### src/rtl/ram_burst_pkg.sv
// Shared constants and state encoding for the RAM burst initiator.
package ram_burst_pkg;

   localparam int unsigned AwDef = 10;
   localparam int unsigned DwDef = 16;

   typedef enum logic [1:0] {
      StIdle  = 2'd0,
      StWrite = 2'd1,
      StRead  = 2'd2
   } state_e;

endpackage

### src/rtl/ram_burst_port_fifo.sv
// Two-entry read skid FIFO: absorbs RAM read latency while the sink stalls.
module rd_skid_fifo #(
   parameter int unsigned DW = 16
) (
   input  logic          clk,
   input  logic          rst,
   input  logic          push,
   input  logic [DW-1:0] push_data,
   input  logic          pop,
   output logic [1:0]    occ,
   output logic [DW-1:0] head
);

   logic [DW-1:0] mem_q [2];
   logic          wr_ptr_q;
   logic          rd_ptr_q;
   logic [1:0]    occ_q;

   always_ff @(posedge clk or posedge rst) begin
      if (rst) begin
         mem_q[0] <= '0;
         mem_q[1] <= '0;
         wr_ptr_q <= 1'b0;
         rd_ptr_q <= 1'b0;
         occ_q    <= 2'd0;
      end else begin
         if (push) begin
            mem_q[wr_ptr_q] <= push_data;
            wr_ptr_q        <= ~wr_ptr_q;
         end
         if (pop) begin
            rd_ptr_q <= ~rd_ptr_q;
         end
         occ_q <= occ_q + 2'(push) - 2'(pop);
      end
   end

   assign occ  = occ_q;
   assign head = mem_q[rd_ptr_q];

endmodule

### src/rtl/ram_burst_port.sv
// Burst initiator for one port of a synchronous-read block RAM, with valid/ready
// streaming on both the write-data and read-data sides.
module ram_burst_port
   import ram_burst_pkg::*;
#(
   parameter int unsigned AW = AwDef,
   parameter int unsigned DW = DwDef
) (
   input  logic          clk,
   input  logic          rst,
   input  logic          cmd_valid,
   output logic          cmd_ready,
   input  logic          cmd_write,
   input  logic [AW-1:0] cmd_addr,
   input  logic [AW-1:0] cmd_len,
   input  logic          wr_valid,
   output logic          wr_ready,
   input  logic [DW-1:0] wr_data,
   output logic          rd_valid,
   input  logic          rd_ready,
   output logic [DW-1:0] rd_data,
   output logic          done,
   output logic          ram_en,
   output logic          ram_we,
   output logic [AW-1:0] ram_addr,
   output logic [DW-1:0] ram_din,
   input  logic [DW-1:0] ram_dout
);

   state_e        state_q, state_d;
   logic [AW-1:0] addr_q, addr_d;
   logic [AW-1:0] cnt_q, cnt_d;          // words left to issue/write, minus one
   logic [AW-1:0] pop_cnt_q, pop_cnt_d;  // words left to pop, minus one
   logic          iss_done_q, iss_done_d;
   logic          inflight_q;
   logic          done_q, done_d;
   logic          issue;
   logic          pop;
   logic [1:0]    occ;

   assign rd_valid = (occ != 2'd0);
   assign pop      = rd_valid & rd_ready;
   assign ram_din  = wr_data;
   assign done     = done_q;

   always_comb begin
      state_d    = state_q;
      addr_d     = addr_q;
      cnt_d      = cnt_q;
      pop_cnt_d  = pop_cnt_q;
      iss_done_d = iss_done_q;
      done_d     = 1'b0;
      cmd_ready  = 1'b0;
      wr_ready   = 1'b0;
      ram_en     = 1'b0;
      ram_we     = 1'b0;
      ram_addr   = addr_q;
      issue      = 1'b0;
      unique case (state_q)
         StIdle: begin
            cmd_ready = 1'b1;
            if (cmd_valid) begin
               addr_d     = cmd_addr;
               cnt_d      = cmd_len;
               pop_cnt_d  = cmd_len;
               iss_done_d = 1'b0;
               state_d    = cmd_write ? StWrite : StRead;
            end
         end
         StWrite: begin
            wr_ready = 1'b1;
            ram_en   = wr_valid;
            ram_we   = wr_valid;
            if (wr_valid) begin
               addr_d = addr_q + 1'b1;
               cnt_d  = cnt_q - 1'b1;
               if (cnt_q == '0) begin
                  state_d = StIdle;
                  done_d  = 1'b1;
               end
            end
         end
         StRead: begin
            // Buffered + in-flight words, net of this cycle's pop, must leave room.
            issue = !iss_done_q && (({1'b0, occ} + 3'(inflight_q)) < (3'd2 + 3'(pop)));
            if (issue) begin
               ram_en = 1'b1;
               addr_d = addr_q + 1'b1;
               cnt_d  = cnt_q - 1'b1;
               if (cnt_q == '0) begin
                  iss_done_d = 1'b1;
               end
            end
            if (pop) begin
               pop_cnt_d = pop_cnt_q - 1'b1;
               if (pop_cnt_q == '0) begin
                  state_d = StIdle;
                  done_d  = 1'b1;
               end
            end
         end
         default: state_d = StIdle;
      endcase
   end

   always_ff @(posedge clk or posedge rst) begin
      if (rst) begin
         state_q    <= StIdle;
         addr_q     <= '0;
         cnt_q      <= '0;
         pop_cnt_q  <= '0;
         iss_done_q <= 1'b0;
         inflight_q <= 1'b0;
         done_q     <= 1'b0;
      end else begin
         state_q    <= state_d;
         addr_q     <= addr_d;
         cnt_q      <= cnt_d;
         pop_cnt_q  <= pop_cnt_d;
         iss_done_q <= iss_done_d;
         inflight_q <= issue;
         done_q     <= done_d;
      end
   end

   rd_skid_fifo #(
      .DW(DW)
   ) u_fifo (
      .clk      (clk),
      .rst      (rst),
      .push     (inflight_q),
      .push_data(ram_dout),
      .pop      (pop),
      .occ      (occ),
      .head     (rd_data)
   );

endmodule

### config.mk
export PLATFORM = sky130hd
export DESIGN_NAME = ram_burst_port
export DESIGN_NICKNAME = d
export VERILOG_FILES = /design/src/rtl/ram_burst_pkg.sv /design/src/rtl/ram_burst_port_fifo.sv /design/src/rtl/ram_burst_port.sv
export SDC_FILE = /design/constraint.sdc
export NUM_CORES = 1
export LEC_CHECK = 0
export CORE_MARGIN = 2
export CORE_UTILIZATION = 55
export CTS_BUF_LIST = sky130_fd_sc_hd__clkbuf_8
export CTS_CLUSTER_DIAMETER = 60
export DETAILED_ROUTE_END_ITERATION = 6
export DONT_BUFFER_PORTS = 1
export GPL_TIMING_DRIVEN = 0
export HOLD_SLACK_MARGIN = 0.03
export MAX_ROUTING_LAYER = met4
export PLACE_DENSITY = 0.7
export REMOVE_ABC_BUFFERS = 1
export SYNTH_ARGS = -nofsm -noshare
export SYNTH_HDL_FRONTEND = slang
export SYNTH_SLANG_ARGS = --single-unit
### constraint.sdc
create_clock -name clk -period 2.5 [get_ports clk]
set_input_delay 0.75 -clock clk [delete_from_list [all_inputs] [get_ports clk]]
set_output_delay 0.75 -clock clk [all_outputs]
set_load 0.01 [all_outputs]
# Word-level counts from Yosys, hierarchy flattened
# Cells that the tools add are included.
[classes]
addsub = 7
magnitude_cmp = 4
eq_ne = 9
n_mux = 38
n_bitwise = 5
n_reduce_logical = 13
[op_table]
columns = ["op", "n"]
rows = [
  ["$mux W10", 7],
  ["$mux W16", 4],
  ["$pmux W10 S3", 2],
  ["$bwmux W32", 1],
  ["$logic_not A10 Y1", 2],
  ["$pmux W10 S2", 1],
  ["$sub A10 B1 Y10 const B", 2],
  ["$demux W16 S1", 1],
  ["$ne A2 B2 Y1 const B", 7],
  ["$mux W1", 12],
  ["$mux W2", 6],
  ["$add A10 B1 Y10 const B", 1],
  ["$reduce_and A4 Y1", 2],
  ["$pmux W1 S2", 3],
  ["$pmux W2 S3", 1],
  ["$reduce_and A5 Y1", 1],
  ["$ge A2 B2 Y1 const B", 2],
  ["$not A1 Y2", 2],
  ["$reduce_bool A2 Y1", 2],
  ["$add A2 B1 Y3", 1],
  ["$add A2 B1 Y3 const A", 1],
  ["$lt A3 B3 Y1", 1],
  ["$reduce_and A3 Y1", 1],
  ["$reduce_bool A3 Y1", 1],
  ["10 further kinds", 12],
]
[word_totals]
ff_bits = 71
in_bits = 58
output_inout_bits = 48

# Longest topological paths before layout
# Gate-level depths: netlist of the first run.
[logic_depth]
word_depth = 7
ltp_mapped = 8
depth_no_buf = 6

# Hierarchy
# Synthesis of the first run repeated with hierarchy kept, for this count alone.
[hier_totals]
hier_cells = 393
area_unflattened_um2 = 4152.7
[modules_own_cells]
columns = ["mod", "n_inst", "cells_each", "area_per_inst_um2"]
rows = [
  ["ram_burst_port", 1, 293, 2537.4],
  ["rd_skid_fifo", 1, 100, 1615.3],
]

# Least setup slack after synthesis of the first run
# Ideal clock, no wire load.
[synth_path]
kind = "flip-flop to output port"
from = "reg state_q[0]"
to = "out ram_en"
arrival_time_ps = 1645
required_ps = 1750
slack_ps = 105
path_stages_with_launch = 7
path_buffers = 3
cell_sequence = "dfrtp_1 > inv_1 > ha_1 > clkbuf_1 > clkbuf_1 > clkbuf_1 > o21a_1"
[synth_via]
elab_chain_cells = 2
word_cells_on_any_way = 3
cone_classes = "2 x eq/ne; 1 x mux"
[synth_rtl]
columns = ["item", "line", "source"]
rows = [
  ["start, declared", "ram_burst_port.sv:30", "state_e state_q, state_d;"],
  ["start signal, assigned", "ram_burst_port.sv:108", "state_q <= StIdle;"],
  ["start signal, assigned", "ram_burst_port.sv:116", "state_q <= state_d;"],
  ["$eq A2 B2 Y1 or $eq A2 B1 Y1 (tied branches)", "ram_burst_port.sv:59", "unique case (state_q)"],
  ["$pmux W1 S2 *", "ram_burst_port.sv:59", ""],
  ["end, declared", "ram_burst_port.sv:23", "output logic ram_en,"],
]
# Mark *: on every way between the ends. The rest lies on a longest branch, timed or not.

# Worst setup path after layout of the first run
[layout_path]
from = "reg u_fifo.occ_q[0], in the netlist u_fifo.occ[0]"
to = "out ram_en"
[layout_via]
elab_chain_cells = 7
word_cells_on_any_way = 8
cone_classes = "2 x add/sub; 1 x order compare; 2 x mux; 1 x bitwise; 2 x reduce/logical"
[layout_rtl]
columns = ["item", "line", "source"]
rows = [
  ["start, declared", "ram_burst_port_fifo.sv:17", "logic [1:0] occ_q;"],
  ["start signal, assigned", "ram_burst_port_fifo.sv:34", "occ_q <= occ_q + 2'(push) - 2'(pop);"],
  ["$reduce_bool A2 Y1", "ram_burst_port.sv:41", "assign rd_valid = (occ != 2'd0);"],
  ["$and A1 B1 Y1", "ram_burst_port.sv:42", "assign pop = rd_valid & rd_ready;"],
  ["$add A2 B1 Y3", "ram_burst_port.sv:85", "issue = !iss_done_q && (({1'b0, occ} + 3'(inflight_q)) < (3'd2 + 3'(pop)));"],
  ["$lt A3 B3 Y1 *", "ram_burst_port.sv:85", ""],
  ["$logic_and A1 B1 Y1 *", "ram_burst_port.sv:85", ""],
  ["$mux W1 *", "ram_burst_port.sv:86", "if (issue) begin"],
  ["$pmux W1 S2 *", "ram_burst_port.sv:59", ""],
]
# Marked as above.

==> run metrics, run 1 <==
max_cap viols 0; H-tree Lvls 3; worst-skew pair later-pin latency 340 ps; Post-synth EDFFs 0; port bufs 0; Final period util 98.5%; die height 90.1 µm; P_leak 1.77 nW; reg2reg path depth 6; first-pass GRT wire length 14900 µm; Via density 6.47; CP endpoint kind output pin; P&R area growth vs syn 6.75%; reg-to-reg endpoint cnt_q[9]; All-Layer GR Usage 23.3%; synth top area cells dfrtp_1 (44%), mux2_2 (14%), ha_1 (3.4%); FFs w/ async S/R, synth 100%; via count 3067; antenna-violating nets left 0; Die X 90.1 µm; # diodes 0; TNS Setup 0 ps; I/O pin count 106; Worst-Margin Slew 889 ps; CP Class reg2out; die area 8120 µm²; Cells after Synth 394; Worst-path clk slew 80 ps; Synth area leader dfrtp_1; type of origin of the critical path flip-flop; Fill cells 580; synth warn 0; count of final hold-check violations 0; GPL Wtd Cong 0.893; Period minus WS final 2460 ps; CP Data Arrival Time 1710 ps; Num CTS Buffers 9; Nets 439; Finish-stage setup viols 0; GRT Residual Overflow 0; synthesized area 4080 µm²; initial antenna violation count 0; drt first pass iters 4; core area 7210 µm²; vias in the first global route 3004; Root Buffer clkbuf_8; largest net degree at the start of global routing 72; Worst Path Max Fanout 3; relative slew slack 40.5%; RR Startpoint u_fifo.occ[0]; Hold Crit Class in2async; DP HPWL 5910 µm; Routed WL 9480 µm; FMAX 406 MHz; most frequent cells after synthesis dfrtp_1 (71), mux2_2 (49), nand2_1 (22); Remaining DRCs 0; sequential element share of the synthesized area 43.5%; Setup WS post-layout 36.6 ps; row cnt 31; clock buffer depth 2; prevailing post-synth register cell dfrtp_1; CTS tree done; Crit path required time 1750 ps; pwr dens 1530 nW/µm²; DR iter-0 viols 132; CTS sink cnt 71; skew final 9.58 ps; Syn Area/Cell 10.4 µm²; max-slew violation count 0; Synth Register Bits 71; hold-fix buffers at CTS 0; status finished, final reports clean; synth unique cells 57; share of layout cells above drive strength 1 24.5%; top-area cell type share of the netlist area 43.5%; top-count cell post-synth dfrtp_1; Post-Place Worst Slack -670 ps; setup slack, reg-to-reg 140 ps; DR WL/cell 20.0 µm; peak supply drop 646 µV; initial core utilization 56.6%
==> metrics by stage <==
stage	total power [mW]	hold slack, ps	instance area, µm²	cells	util (%)
final	6.65	473	4360	474	60.4
after global routing	7.16	515	4360	474	60.4
after CTS	6.55	501	4300	473	59.6
after detailed placement	5.28	490	3990	454	55.3
after global placement	5.16	476	3980	454	55.2
after floorplan	4.64	463	3860	355	-
==> state kept, by name, indices dropped and copies added (netlist names) <==
register / flops
pop_cnt_q: 10
u_fifo.occ: 2
u_fifo.rd_ptr_q: 1
iss_done_q: 1
done: 1
ram_addr: 10
inflight_q: 1
u_fifo.wr_ptr_q: 1
cnt_q: 10
u_fifo.mem_q: 32
state_q: 2
==> cell type report <==
type                       count  area (µm²)  area share (%)
timing repair buffer           3        42.5           0.977
inverter                      19        73.8            1.69
clock inverter                 6        85.1            1.95
sequential                    71        1780            40.8
multi-input combinational    266        2120            48.6
clock buffer                  10         138            3.16
tap                           99         124            2.84
==> worst max-delay path by stage <==
stage	startpoint	slack (ps)	endpoint	cells past startpoint
after floorplan	state_q[0]	-100	pop_cnt_q[4]	6
after global placement	rst	-840	pop_cnt_q[9]	1
after detailed placement	state_q[0]	-670	pop_cnt_q[4]	6
after CTS	u_fifo.occ[0]	8	ram_en	5
after global routing	u_fifo.occ[0]	-20	ram_en	5
final	u_fifo.occ[0]	40	ram_en	5
==> cells by family (layout without fill, tap and decap cells) <==
logic type,after synthesis,in the layout,share of synthesized area [%]
buf+inv,58,38,7.21
compound gates,94,95,16.8
fa+ha+maj,11,11,3.37
simple gates,101,101,13.2
xor+xnor,4,4,0.859
flops,71,71,43.5
mux,55,55,15.0
==> layout by cell type, fill, tap and decap left out, drive strengths merged, types with 11 or more instances in the layout <==
cell type	n
ha	11
nand2	22
dfrtp	71
mux2	49
inv	19
o21ai	12
a21oi	12
a211oi	11
nor2	19
nor3	11
==> metal layers <==
metal	vias to the layer above	GRT usage, %	part of all wire, %
li1	1393	-	-
met1	1514	31.2	44
met2	131	31.9	45
met3	29	8.30	8.6
met4	0	10.4	2.8
met5	-	-	0
==> where the power goes <==
part           internal (mW)  switching, mW
clock network          0.586          0.441
registers               1.73          0.603
logic                   1.58           1.72
total                   3.89           2.76
==> worst max-delay path, cell delays in order, from the launching register on <==
cell,delay (ps)
dfrtp_1,420
ha_2,200
ha_4,270
o21ai_1,70
and3_1,200
o21a_1,210
==> repair_timing <==
action | CTS | global route
setup endpoints to repair | 28 | 16
gates resized for setup | 10 | 10
pin swaps | 3 | 2
buffers inserted | 3 | 0
cloned | 0 | 1
(Power assumes the default switching activity.)
==> inputs of run 2 (changes only) <==
--- a/config.mk
+++ b/config.mk
@@ -9,6 +9,7 @@
 export CORE_UTILIZATION = 55
 export CTS_BUF_LIST = sky130_fd_sc_hd__clkbuf_8
 export CTS_CLUSTER_DIAMETER = 60
+export CTS_CLUSTER_SIZE = 30
 export DETAILED_ROUTE_END_ITERATION = 6
 export DONT_BUFFER_PORTS = 1
 export GPL_TIMING_DRIVEN = 0
==> constraint.sdc (replaced) <==
create_clock -name clk -period 2.5 [get_ports clk]
set_input_delay 0.5 -clock clk [delete_from_list [all_inputs] [get_ports clk]]
set_output_delay 0.5 -clock clk [all_outputs]
set_load 0.01 [all_outputs]
==> run 2 against run 1 <==
Net effect:
- via count fell by 2.0%
- hold slack got worse by 250 ps
- total power fell by 2.7%
- combinational power fell by 5%
- first-iteration DRC count rose by 0.76%
- final cell count fell by 0.63%
- fmax rose by 4.1%
- largest power group unchanged
==> run metrics, run 2 (synthesized netlist as in run 1, its figures left out) <==
status finished, final reports clean; row cnt 31 (unchanged); setup bufs post-CTS 0 (-3); CTS sink cnt 71 (unchanged); Remaining DRCs 0 (unchanged); count of final hold-check violations 0 (unchanged); Period minus WS final 2370 ps (-95.9 ps); CP Data Arrival Time 2600 ps (+890 ps); GRT Residual Overflow 0 (unchanged); initial antenna violation count 0 (unchanged); drt first pass iters 4 (unchanged); share of layout cells above drive strength 1 22.3% (-2.2 points); Finish-stage setup viols 0 (unchanged); Worst-path clk slew 80 ps (about the same); largest net degree at the start of global routing 72 (unchanged); Nets 436 (-0.68%); unrepaired setup endpoints after global routing no; type of origin of the critical path flip-flop; most frequent cells in the layout dfrtp_1 (71), mux2_2 (49), nand2_1 (22); Num CTS Buffers 9 (unchanged); pwr dens 1510 nW/µm² (-1.4%); # diodes 0 (unchanged); die height 90.1 µm (unchanged); most common cell after layout, fill and taps aside dfrtp_1; Post-Place Worst Slack -670 ps (unchanged); switching part of the total 41.4% (-0.11 points); Die X 90.1 µm (unchanged); worst-skew pair later-pin latency 340 ps (about the same); Comb pwr share 48.3% (-1.2 points); max_cap viols 0 (unchanged); initial core utilization 56.6% (unchanged); Routed WL 9120 µm (-3.8%); Worst-Margin Slew 883 ps (-5.77 ps); DP HPWL 5910 µm (unchanged); All-Layer GR Usage 23.3% (-0.037 points); die area 8120 µm² (unchanged); Setup WS post-layout 132 ps (+95.9 ps); Root Buffer clkbuf_8; hold-fix buffers at CTS 0 (unchanged); via count 3007 (-2.0%); relative slew slack 40.9% (+0.39 points); Inst Count DP 454 (unchanged); TNS Setup 0 ps (unchanged); Pint 3.80 mW (-2.5%); WHS 224 ps (-248 ps); Via density 6.38 (-1.3%); peak supply drop 636 µV (-1.5%); DR iter-0 viols 133 (+0.76%); placed standard-cell area 3990 µm² (unchanged); post-route insts no fill 471 (-0.63%); core area 7210 µm² (unchanged); clock buffer depth 2 (unchanged); Largest Register u_fifo.mem_q; max-slew violation count 0 (unchanged); Largest register FFs 32 (unchanged); post-route cell area 4300 µm² (-1.3%); Crit path required time 2730 ps (+980 ps); vias in the first global route 3012 (+0.27%); Clock Power Share 15.8% (+0.4 points); power share of the sequential group 36.0% (+0.9 points); Hold Crit Class in2async; Final period util 94.7% (-3.8 points); antenna-violating nets left 0 (unchanged); P&R area growth vs syn 5.37%; P_leak 1.75 nW (-1.0%); FMAX 422 MHz (+4.1%); GPL Wtd Cong 0.893 (unchanged); CP endpoint kind flip-flop; I/O pin count 106 (unchanged); CTS tree done; Switch Pwr 2.68 mW (-2.9%); port bufs 0 (unchanged); DR WL/cell 19.4 µm (-3.2%); CP Class reg2reg; skew final 6.36 ps (-3.22 ps); Worst Path Max Fanout 22 (+19); first-pass GRT wire length 14900 µm (-0.19%); H-tree Lvls 3 (unchanged)
-- run 2: through the flow --
| stage | utilization (%) | power (mW) |
|---|---|---|
| after global placement | 55.2 | 5.16 |
| after floorplan | - | 4.64 |
| after CTS | 59.1 | 6.45 |
| final | 59.6 | 6.48 |
| after global routing | 59.6 | 6.99 |
| after detailed placement | 55.3 | 5.28 |
-- run 2: worst paths after layout --
kind | startpoint | end | slack [ps] | depth (start not counted)
max | state_q[0] | pop_cnt_q[4] | 130 | 6
min | rst | ram_addr[5] | 220 | 1
max reg2reg | state_q[0] | pop_cnt_q[4] | 130 | 6
min reg2reg | u_fifo.mem_q[9] | u_fifo.mem_q[9] | 510 | 1
max in group asynchronous | rst | cnt_q[0] | 1720 | 1
min in group clk | ram_dout[0] | u_fifo.mem_q[0] | 310 | 1
-- run 2: layout make-up --
cell class	count	area, µm²
clock inverter	6	85.1
tap	99	124
sequential	71	1780
clock buffer	10	138
fill	581	2920
multi-input combinational	266	2100
inverter	19	73.8
-- run 2: per-layer routing --
metal  vias up  routed length (µm)  part of all wire, %  global-route usage, %
met1      1471                4050                   44                   31.2
met5         -                   0                    0                      -
met3        20                 753                  8.3                   8.21
li1       1392                   -                    -                      -
met4         0                 212                  2.3                   10.4
met2       124                4100                   45                   31.9
-- run 2: power groups by stage --
stage | Sequential (mW) | Combinational (mW) | Clock [mW]
finish | 2.33 | 3.13 | 1.02
global route | 2.42 | 3.47 | 1.10
CTS | 2.31 | 3.09 | 1.04
detailed placement | 2.34 | 2.95 | 0
global placement | 2.29 | 2.87 | 0
floorplan | 2.18 | 2.46 | 0
-- run 2: critical path, stage by stage (launching register included) --
cell and delay, ps:
dfrtp_1 420, inv_1 200, ha_4 350, nor2_1 130
a211oi_4 460, mux2_2 390, a311o_1 310
-- run 2: what timing repair did --
action	4_1_cts	5_1_grt
gates resized for setup	10	4
endpoints found under the hold margin	0	0
cloned	1	0
setup endpoints to repair	28	6
pin swaps	1	0
